$ cat config.mk
export PLATFORM = sky130hd
export DESIGN_NAME = pipe_stage_reg_flat
export DESIGN_NICKNAME = d
export VERILOG_FILES = /design/src/rtl/pipe_pkg.sv /design/src/rtl/pipe_stage_reg_if.sv /design/src/rtl/pipe_slot.sv /design/src/rtl/pipe_stage_reg.sv /design/src/flat_wrapper.sv
export SDC_FILE = /design/constraint.sdc
export NUM_CORES = 1
export LEC_CHECK = 0
export ABC_AREA = 1
export CAP_MARGIN = 15
export CORE_ASPECT_RATIO = 0.7
export CORE_MARGIN = 3
export CORE_UTILIZATION = 30
export DETAILED_ROUTE_END_ITERATION = 10
export GPL_ROUTABILITY_DRIVEN = 0
export SLEW_MARGIN = 20
export SYNTH_ARGS = -nofsm -noshare
export SYNTH_HDL_FRONTEND = slang
export SYNTH_SLANG_ARGS = --single-unit
$ cat constraint.sdc
create_clock -name clk -period 2.3 [get_ports clk]
set_clock_uncertainty 0.2 [all_clocks]
set_input_delay 0.575 -clock clk [delete_from_list [all_inputs] [get_ports clk]]
set_output_delay 0.575 -clock clk [all_outputs]
set_load 0.01 [all_outputs]
$ cat src/rtl/pipe_pkg.sv
// Shared definitions for the pipeline inter-stage registers.
// Contents: the nop encoding, the default reset PC, the occupancy
// encodings, and a helper that turns slot valid bits into an occupancy.
package pipe_pkg;

  localparam logic [31:0] NOP_INSTR        = 32'h0000_0000;
  localparam logic [31:0] DEFAULT_RESET_PC = 32'h0000_3000;

  typedef enum logic [1:0] {
    OCC_EMPTY = 2'd0,
    OCC_ONE   = 2'd1,
    OCC_TWO   = 2'd2
  } occ_e;

  // Occupancy from the output-slot and skid-slot valid bits. The skid
  // slot only fills while the output slot is full, so {0,1} never occurs.
  function automatic occ_e occ_of(input logic out_valid, input logic skid_valid);
    occ_e occ;
    case ({out_valid, skid_valid})
      2'b10:   occ = OCC_ONE;
      2'b11:   occ = OCC_TWO;
      default: occ = OCC_EMPTY;
    endcase
    return occ;
  endfunction

endpackage

$ cat src/rtl/pipe_stage_reg_if.sv
// Handshake bundle for one pipeline inter-stage register.
// Upstream side:   in_valid, in_ready, in_pc, in_instr, in_data
// Downstream side: out_valid, out_ready, out_pc, out_instr, out_data
// Status:          occupancy (entries held, 0..2)
// master = the surrounding pipeline / testbench, slave = the stage register.
interface pipe_stage_reg_if #(
  parameter int DW = 32
);
  logic          in_valid;
  logic          in_ready;
  logic [31:0]   in_pc;
  logic [31:0]   in_instr;
  logic [DW-1:0] in_data;
  logic          out_valid;
  logic          out_ready;
  logic [31:0]   out_pc;
  logic [31:0]   out_instr;
  logic [DW-1:0] out_data;
  logic [1:0]    occupancy;

  modport master (
    output in_valid, in_pc, in_instr, in_data, out_ready,
    input  in_ready, out_valid, out_pc, out_instr, out_data, occupancy
  );

  modport slave (
    input  in_valid, in_pc, in_instr, in_data, out_ready,
    output in_ready, out_valid, out_pc, out_instr, out_data, occupancy
  );
endinterface

$ cat src/rtl/pipe_slot.sv
// One pipeline entry: valid + PC + instruction + payload register.
// Ports: clk, reset (sync, active-high); i_load writes i_pc/i_instr/i_data
// and sets valid; i_clear drops valid and turns the entry into a bubble
// (instr/data zeroed, PC kept for EPC use). i_clear wins over i_load.
// Outputs o_valid/o_pc/o_instr/o_data are the registered contents.
module pipe_slot
  import pipe_pkg::*;
#(
  parameter int          DW       = 32,
  parameter logic [31:0] RESET_PC = DEFAULT_RESET_PC
) (
  input  logic          clk,
  input  logic          reset,
  input  logic          i_load,
  input  logic          i_clear,
  input  logic [31:0]   i_pc,
  input  logic [31:0]   i_instr,
  input  logic [DW-1:0] i_data,
  output logic          o_valid,
  output logic [31:0]   o_pc,
  output logic [31:0]   o_instr,
  output logic [DW-1:0] o_data
);

  logic          r_valid;
  logic [31:0]   r_pc;
  logic [31:0]   r_instr;
  logic [DW-1:0] r_data;

  // NOTE: non-blocking assignments so every flop samples pre-edge values;
  // the payload is reset too because bubble contents are visible downstream.
  always_ff @(posedge clk) begin
    if (reset) begin
      r_valid <= 1'b0;
      r_pc    <= RESET_PC;
      r_instr <= NOP_INSTR;
      r_data  <= '0;
    end else if (i_clear) begin
      r_valid <= 1'b0;
      r_instr <= NOP_INSTR;
      r_data  <= '0;
    end else if (i_load) begin
      r_valid <= 1'b1;
      r_pc    <= i_pc;
      r_instr <= i_instr;
      r_data  <= i_data;
    end
  end

  assign o_valid = r_valid;
  assign o_pc    = r_pc;
  assign o_instr = r_instr;
  assign o_data  = r_data;

endmodule

$ cat src/rtl/pipe_stage_reg.sv
// Generic inter-stage register (F/D, D/E, E/M, M/W) with valid/ready
// handshake, optional 2-entry skid buffer and bubble-injecting flush.
// Ports: clk, reset (sync, active-high), flush (drop all entries, keep
// out_pc), bus (slave side of pipe_stage_reg_if: in_*, out_*, occupancy).
// SKID=1: in_ready comes straight from the skid valid flop.
// SKID=0: single register, in_ready = out_ready || !out_valid.
module pipe_stage_reg
  import pipe_pkg::*;
#(
  parameter int          DW       = 32,
  parameter logic [31:0] RESET_PC = DEFAULT_RESET_PC,
  parameter bit          SKID     = 1'b1
) (
  input  logic                    clk,
  input  logic                    reset,
  input  logic                    flush,
  pipe_stage_reg_if.slave         bus
);

  logic          w_accept;
  logic          w_emit;
  logic          w_out_valid;
  logic          w_out_load;
  logic          w_out_clear;
  logic          w_out_sel_skid;
  logic          w_skid_load;
  logic          w_skid_clear;
  logic          w_skid_valid;
  logic [31:0]   w_skid_pc;
  logic [31:0]   w_skid_instr;
  logic [DW-1:0] w_skid_data;

  assign w_accept = bus.in_valid && bus.in_ready;
  assign w_emit   = w_out_valid && bus.out_ready;

  // The output slot always holds the oldest entry; the skid slot only
  // fills when the output slot is full and stalled, so order is preserved.
  // NOTE: every signal gets a default first so no path infers a latch.
  always_comb begin
    w_out_load     = 1'b0;
    w_out_clear    = 1'b0;
    w_out_sel_skid = 1'b0;
    w_skid_load    = 1'b0;
    w_skid_clear   = 1'b0;
    if (flush) begin
      // Any input presented this cycle is dropped along with held entries.
      w_out_clear  = 1'b1;
      w_skid_clear = 1'b1;
    end else if (w_emit && w_skid_valid) begin
      // TWO -> ONE: skid entry advances; no accept possible while full.
      w_out_load     = 1'b1;
      w_out_sel_skid = 1'b1;
      w_skid_clear   = 1'b1;
    end else if (w_accept && (!w_out_valid || w_emit)) begin
      w_out_load = 1'b1;
    end else if (w_accept) begin
      w_skid_load = 1'b1;
    end else if (w_emit) begin
      w_out_clear = 1'b1;
    end
  end

  pipe_slot #(.DW(DW), .RESET_PC(RESET_PC)) u_out_slot (
    .clk     (clk),
    .reset   (reset),
    .i_load  (w_out_load),
    .i_clear (w_out_clear),
    .i_pc    (w_out_sel_skid ? w_skid_pc    : bus.in_pc),
    .i_instr (w_out_sel_skid ? w_skid_instr : bus.in_instr),
    .i_data  (w_out_sel_skid ? w_skid_data  : bus.in_data),
    .o_valid (w_out_valid),
    .o_pc    (bus.out_pc),
    .o_instr (bus.out_instr),
    .o_data  (bus.out_data)
  );

  generate
    if (SKID) begin : g_skid
      pipe_slot #(.DW(DW), .RESET_PC(RESET_PC)) u_skid_slot (
        .clk     (clk),
        .reset   (reset),
        .i_load  (w_skid_load),
        .i_clear (w_skid_clear),
        .i_pc    (bus.in_pc),
        .i_instr (bus.in_instr),
        .i_data  (bus.in_data),
        .o_valid (w_skid_valid),
        .o_pc    (w_skid_pc),
        .o_instr (w_skid_instr),
        .o_data  (w_skid_data)
      );
      // Registered ready: never combinationally depends on out_ready.
      assign bus.in_ready = !w_skid_valid;
    end else begin : g_no_skid
      logic w_unused_skid_ctl;
      assign w_unused_skid_ctl = w_skid_load | w_skid_clear;
      assign w_skid_valid      = 1'b0;
      assign w_skid_pc         = RESET_PC;
      assign w_skid_instr      = NOP_INSTR;
      assign w_skid_data       = '0;
      assign bus.in_ready      = bus.out_ready || !w_out_valid;
    end
  endgenerate

  assign bus.out_valid = w_out_valid;
  assign bus.occupancy = occ_of(w_out_valid, w_skid_valid);

endmodule

$ cat src/flat_wrapper.sv
// flat-port wrapper written by rule: the top's interface ports become plain ports
module pipe_stage_reg_flat import pipe_pkg::*;
#(
  parameter int          DW       = 32,
  parameter logic [31:0] RESET_PC = DEFAULT_RESET_PC,
  parameter bit          SKID     = 1'b1
)
  (clk, reset, flush, bus_in_valid, bus_in_pc, bus_in_instr, bus_in_data, bus_out_ready, bus_in_ready, bus_out_valid, bus_out_pc, bus_out_instr, bus_out_data, bus_occupancy);
  pipe_stage_reg_if #(.DW(DW)) bus_i ();
  input  logic clk;
  input  logic reset;
  input  logic flush;
  input wire logic [$bits(bus_i.in_valid)-1:0] bus_in_valid;
  input wire logic [$bits(bus_i.in_pc)-1:0] bus_in_pc;
  input wire logic [$bits(bus_i.in_instr)-1:0] bus_in_instr;
  input wire logic [$bits(bus_i.in_data)-1:0] bus_in_data;
  input wire logic [$bits(bus_i.out_ready)-1:0] bus_out_ready;
  output wire logic [$bits(bus_i.in_ready)-1:0] bus_in_ready;
  output wire logic [$bits(bus_i.out_valid)-1:0] bus_out_valid;
  output wire logic [$bits(bus_i.out_pc)-1:0] bus_out_pc;
  output wire logic [$bits(bus_i.out_instr)-1:0] bus_out_instr;
  output wire logic [$bits(bus_i.out_data)-1:0] bus_out_data;
  output wire logic [$bits(bus_i.occupancy)-1:0] bus_occupancy;
  assign bus_i.in_valid = bus_in_valid;
  assign bus_i.in_pc = bus_in_pc;
  assign bus_i.in_instr = bus_in_instr;
  assign bus_i.in_data = bus_in_data;
  assign bus_i.out_ready = bus_out_ready;
  assign bus_in_ready = bus_i.in_ready;
  assign bus_out_valid = bus_i.out_valid;
  assign bus_out_pc = bus_i.out_pc;
  assign bus_out_instr = bus_i.out_instr;
  assign bus_out_data = bus_i.out_data;
  assign bus_occupancy = bus_i.occupancy;
  pipe_stage_reg #(.DW(DW), .RESET_PC(RESET_PC), .SKID(SKID)) u_core (.clk(clk), .reset(reset), .flush(flush), .bus(bus_i));
endmodule
==> metrics.csv <==
metric,value,unit
run_status,completed,
finalSetupViolCount,0,
grt_pass1_vias,7653,
nets,1685,
synth_top_area_share,44.3,%
setup_slack,0.0974,ns
multi_input_area,0.00389,mm^2
clock_latency,0.43,ns
hold_ws,0.262,ns
clockBufferDepth,2,
cp-end-kind,output port,
yosys-top-cells-area,"dfxtp_1 44%, nand2_1 22%, nor2_1 14%",
die_y,149,um
reg2reg_depth,8,
antenna_found_initial,0,
ys_seq_elements,194,
diodes,0,
post_drt_wl_per_cell,12.8,um
yosysTopAreaCell,dfxtp_1,
timing.final.hold_violations,0,
maxSlewHeadroom,72.3,%
grt.overflow.total,0,
rows,51,
areaGrowthSynthToFinish,36.9,%
rsz0062_at_grt,no,
start_util,31.0,%
cts.clk_slew.worst_paths,0.07,ns
synth.net_count,1522,
start_kind,flop,
htree_levels,4,
syn_inst,1421,
crit_end,bus_out_valid,
first_pass_iters,5,
portBuffers,200,
grtUsageTotal,16.1,%
regArea,0.00389,mm^2
cts_tree,done,
startpoint,u_core.u_out_slot.o_valid,
die-area,0.0313,mm^2
grt_pass1_wl,40400,um
max_freq,454,MHz
ir_worst_vdd,0.432,mV
drc,0,
path_depth,1,
cp.buffers_inverters,1,
critical-path-top-delay-family,buffers and inverters,
r2r_slack,0.70,ns
cts_buffers,17,
ys_warn_count,0,
ys_seq_area_share,44.3,%
ys_types,20,
critPathRequiredTime,1.52,ns
finalCriticalPeriod,2.20,ns
slowest_delay,0.61,ns
antenna_left,0,
netlist_area,0.00876,mm^2
critPathMaxFanout,7,
r2r-start,u_core.u_out_slot.o_valid,
slew_violations,0,
powerDensity,638,mW/mm^2
critical_path_class,reg -> out,
layout-drive-gt1-share,4.51,%
maxCapViolCount,0,
cts_hold_buf,0,
num_vias,8379,
post_cts_resized,5,
p_leak,5.05,nW
cts_setup_buffers,0,
drt_iter0_markers,500,
r2r_end,u_core.u_out_slot.o_instr[22],
slowest_stage,clkdlybuf4s50_1,
hp-class,reg -> reg,
vias_per_cell,4.26,
cts-root-buf,clkbuf_16,
io_pins,201,
avgSynthCellArea,6.17,um^2
dp_hpwl,16700,um
tightest_slew,0.416,ns
cts.sinks,194,
worstPathCellList,clkdlybuf4s50_1,
routed_wl,25200,um
finalCritPeriodShare,95.8,%
die_w,210,um
worstPathArrival,1.43,ns
dp_slack,-0.0490,ns
fill_cells,2884,
design.core.area,0.0283,mm^2
grt_max_degree,65,
## synth_stat cells
cell type and number:
buf_4 5, inv_2 4, nand3_2 1, nand4_2 1, nand4_1 1, clkbuf_1 31, o211ai_1 2, nor2_1 318
or2_1 1, nand3b_1 2, clkbuf_2 1, o21ai_0 30, nand2_1 517, inv_1 164, buf_2 42, nand3_1 34
a21oi_1 66, buf_1 6, dfxtp_1 194, o21a_1 1
## stage by stage
stage	power (mW)	utilization [%]	TNS [ns]	instances	instance area, um^2
finish	7.65	42.4	0	1968	12000
global route	8.00	42.4	0	1968	12000
CTS	7.79	42.4	0	1968	12000
detailed placement	4.46	40.1	-0.266	1936	11300
global placement	4.46	40.1	-0.0369	1936	11300
floorplan	3.97	-	0	1421	8760
## state kept, by name (all words and copies together) (netlist names)
register                           flops
u_core.u_out_slot.o_instr             32
u_core.g_skid.u_skid_slot.o_valid      1
u_core.g_skid.u_skid_slot.o_instr     32
u_core.u_out_slot.o_data              32
u_core.u_out_slot.o_pc                32
u_core.g_skid.u_skid_slot.o_data      32
u_core.g_skid.u_skid_slot.o_pc        32
u_core.u_out_slot.o_valid              1
## how the worst min path moves through the flow
stage | start | to | slack [ns] | depth (start not counted)
after CTS | u_core.g_skid.u_skid_slot.o_instr[3] | u_core.g_skid.u_skid_slot.o_instr[3] | 0.27 | 2
after floorplan | u_core.g_skid.u_skid_slot.o_pc[12] | u_core.g_skid.u_skid_slot.o_pc[12] | 0.24 | 2
after detailed placement | u_core.g_skid.u_skid_slot.o_pc[13] | u_core.g_skid.u_skid_slot.o_pc[13] | 0.25 | 2
after global routing | u_core.g_skid.u_skid_slot.o_data[12] | u_core.g_skid.u_skid_slot.o_data[12] | 0.28 | 2
after global placement | u_core.g_skid.u_skid_slot.o_pc[13] | u_core.g_skid.u_skid_slot.o_pc[13] | 0.25 | 2
final | u_core.g_skid.u_skid_slot.o_data[19] | u_core.g_skid.u_skid_slot.o_data[19] | 0.26 | 2
## layer usage
layer	part of all wire (%)	GRT usage [%]	vias to the layer above	routed length, um
li1	-	-	4511	-
met1	49	22.1	3700	12300
met2	45	25.9	157	11400
met3	5.2	3.68	11	1320
met4	0.60	3.33	0	150
met5	0	0	-	0
## cell type report
class,count,share of cell area (%)
Clock inverter,11,1.45
Tap cell,371,3.87
Sequential cell,194,32.4
Multi-Input combinational cell,974,32.5
Inverter,168,5.27
Clock buffer,21,3.92
Timing Repair Buffer,229,20.6
## placed cells by master, fill, tap and decap left out
cell,n
or2_2,1
clkinv_1,1
dfxtp_4,1
nor2_4,1
dfxtp_1,192
buf_4,9
nand4_1,1
a21oi_4,1
clkinv_4,3
nor2_2,1
dlygate4sd2_1,2
inv_2,3
dlymetal6s2s_1,1
bufinv_16,4
o211ai_1,2
clkinv_2,3
nand3_4,1
nand4_4,1
inv_6,2
nand2_1,517
o21ai_0,30
nand3b_1,2
a21oi_1,65
clkbuf_1,1
clkbuf_8,3
clkbuf_16,17
o21a_1,1
clkdlybuf4s50_1,197
buf_12,20
nand3_1,34
nor2_1,316
dfxtp_2,1
inv_1,163
## power breakdown
group,leakage (nW),internal (mW),switching (mW)
Sequential,1.58,3.44,0.0490
Clock,0.318,1.92,1.35
Combinational,3.15,0.448,0.441
## cells by family after synthesis
group	synth area share [%]
and+or+nand+nor	38.3
DFF	44.3
AOI/OAI and AO/OA	5.74
buffers and inverters	11.7
## tightest hold or removal path, stage by stage (launching register included)
cell	delay (ns)
dfxtp_1	0.31
nand2_1	0.06
a21oi_1	0.05
Note: power is estimated with default switching activity, not from simulation.
==> RTL edit, RTL diff (same flow settings) <==
`DW` is set to 32 in 4 places; all go to 36.
--- a/src/rtl/pipe_stage_reg_if.sv
+++ b/src/rtl/pipe_stage_reg_if.sv
@@ -6,3 +6,3 @@
 interface pipe_stage_reg_if #(
-  parameter int DW = 32
+  parameter int DW = 36
 );
--- a/src/rtl/pipe_slot.sv
+++ b/src/rtl/pipe_slot.sv
@@ -8,3 +8,3 @@
 #(
-  parameter int          DW       = 32,
+  parameter int          DW       = 36,
   parameter logic [31:0] RESET_PC = DEFAULT_RESET_PC
--- a/src/rtl/pipe_stage_reg.sv
+++ b/src/rtl/pipe_stage_reg.sv
@@ -9,3 +9,3 @@
 #(
-  parameter int          DW       = 32,
+  parameter int          DW       = 36,
   parameter logic [31:0] RESET_PC = DEFAULT_RESET_PC,
--- a/src/flat_wrapper.sv
+++ b/src/flat_wrapper.sv
@@ -3,3 +3,3 @@
 #(
-  parameter int          DW       = 32,
+  parameter int          DW       = 36,
   parameter logic [31:0] RESET_PC = DEFAULT_RESET_PC,
Ports: changed (resized bus_in_data and bus_out_data); port bits go from 201 to 209. The function was not compared with the original's and may differ.
==> RTL edit against the original RTL <==
Wire length rose by 3.5%; cell area increased by 4.5%; worst setup slack got worse by 0.065 ns; power rose by 5.8%; sequential share of layout area down 0.14 points; utilization up 0.29 points; area after synthesis rose by 3.7%; sequential cell count rose by 8; fmax shrank 2.8%; critical endpoint is now bus_out_data[7]; largest power group unchanged.
==> RTL edit: results (changes against the original RTL) <==
* GRT Util Overall at 15.93% (-0.14 points)
* VDD IR max at 373.1 uV (-14%)
* Cells on worst reg2reg path at 7 (-1)
* Outcome: completed
* Hold slack at 0.2675 ns (+0.004987 ns)
* Starting DRT DRC Count at 498 (-0.40%)
* Net count after synthesis at 1584 (+4.1%)
* CP arrival at 1.49 ns (+0.06 ns)
* M1 GR Usage at 21.62% (-0.51 points)
* Routed length per instance at 12.51 um (-2.2%)
* Fill cell count at 3070 (+6.4%)
* Ranking of synthesized cells by area: dfxtp_1 (44%), nor2_1 (19%), nand2_1 (18%)
* Reg2Reg Setup Slack at 0.69 ns
* Synth cell count leaders: nor2_1 (465), nand2_1 (437), dfxtp_1 (202)
* Final HPWL DP at 17.37 mm (+3.8%)
* Worst-skew pair later-pin latency at 0.51 ns (+0.08 ns)
* Clock Path Buffers at 3 (+1)
* GRT met2 Usage at 26.32% (+0.37 points)
* Asr flop ratio synth at 0% (unchanged)
* Sequential-to-total area share from yosys stat at 44.49% (+0.18 points)
* Nets at 1769 (+5.0%)
* Max stage delay on crit path at 0.58 ns (-0.03 ns)
* Met3 Use GR at 3.947% (+0.27 points)
* Vias in the first global route at 8206 (+7.2%)
* Share of post-route cells with drive strength above 1 at 5.006% (+0.50 points)
* Static leakage at 5.416 nW (+7.3%)
* H-tree levels at 1 (-3)
* NetSw at 0.001962 W (+6.9%)
* Largest net degree at the start of global routing at 63 (-3.1%)
* CTS Buf Count at 22 (+5)
* Synth cell types at 21 (+5.0%)
* First-pass GRT wire length at 42.39 mm (+5.0%)
* Avg Vias per Cell at 4.209 (-1.1%)
* Relative slew margins at 81.80% (+9.5 points)
* IO Port Bufs at 208 (+4.0%)
* Crit Path Max Fanout at 2 (-5)
* Initial DRT Pass Iterations at 4 (-1)
-- RTL edit: power by group through the flow --
stage | registers [W] | clock network [W] | logic, W
floorplan | 0.00375 | 0 | 0.000396
global placement | 0.00372 | 0 | 0.000935
detailed placement | 0.00372 | 0 | 0.000942
CTS | 0.00364 | 0.00366 | 0.000948
global route | 0.00365 | 0.00379 | 0.00105
finish | 0.00364 | 0.00352 | 0.000936
-- RTL edit: kinds of logic (layout without fill, tap and decap cells) --
kind of cell / Yosys count / after routing / synth area share, %
buffers and inverters: 262 / 461 / 11.78
DFF: 202 / 202 / 44.49
and+or+nand+nor: 910 / 910 / 37.73
AOI/OAI and AO/OA: 105 / 105 / 5.988
-- RTL edit: tightest hold or removal path, delay by kind of cell, from the launching register on --
family | cells | cell delay, ns
flops | 1 | 0.33
compound gates | 1 | 0.07
simple gates | 1 | 0.05
-- RTL edit: path summary, 6_finish.rpt --
path                                            startpoint                                                 to
setup / recovery  u_core.u_out_slot.o_data[7]$_SDFFE_PP0P_                                    bus_out_data[7]
hold reg to reg    u_core.u_out_slot.o_pc[13]$_SDFFE_PP1P_            u_core.u_out_slot.o_pc[13]$_SDFFE_PP1P_
hold / removal     u_core.u_out_slot.o_pc[13]$_SDFFE_PP1P_            u_core.u_out_slot.o_pc[13]$_SDFFE_PP1P_
setup reg to reg    u_core.u_out_slot.o_valid$_SDFFE_PP0P_  u_core.g_skid.u_skid_slot.o_data[13]$_SDFFE_PP0P_
-- RTL edit: metal layers --
layer  wire length (um)  vias to the layer above
li1                   -                     4696
met1              12780                     3867
met2              11490                      176
met3               1494                       29
met4                296                        0
met5                  0                        -
-- RTL edit: what timing repair did --
item,CTS,global route
gates resized for setup,5,3
endpoints found under the setup margin,4,3
pin swaps,0,0
-- RTL edit: cell type report --
| cell class | instances | area (um2) | share of cell area, % |
|---|---|---|---|
| Sequential cell | 202 | 4046 | 32.28 |
| Clock inverter | 7 | 62.56 | 0.4991 |
| Inverter | 179 | 673.1 | 5.370 |
| Tap cell | 405 | 506.7 | 4.042 |
| Clock buffer | 31 | 645.6 | 5.150 |
| Multi-Input combinational cell | 1015 | 3999 | 31.90 |
| Timing Repair Buffer | 244 | 2603 | 20.76 |
-- RTL edit: through the flow --
stage / area (um2) / util (%) / instances / TNS [ns] / worst slack, ns
final: 12540 / 42.72 / 2083 / 0 / 0.03293
after global routing: 12540 / 42.72 / 2083 / 0 / 0.005798
after CTS: 12530 / 42.70 / 2083 / 0 / 0.008639
after detailed placement: 11830 / 40.30 / 2045 / -0.02943 / -0.01926
after global placement: 11830 / 40.30 / 2045 / 0 / 0.03477
after floorplan: 9089 / - / 1479 / 0 / 0.5800
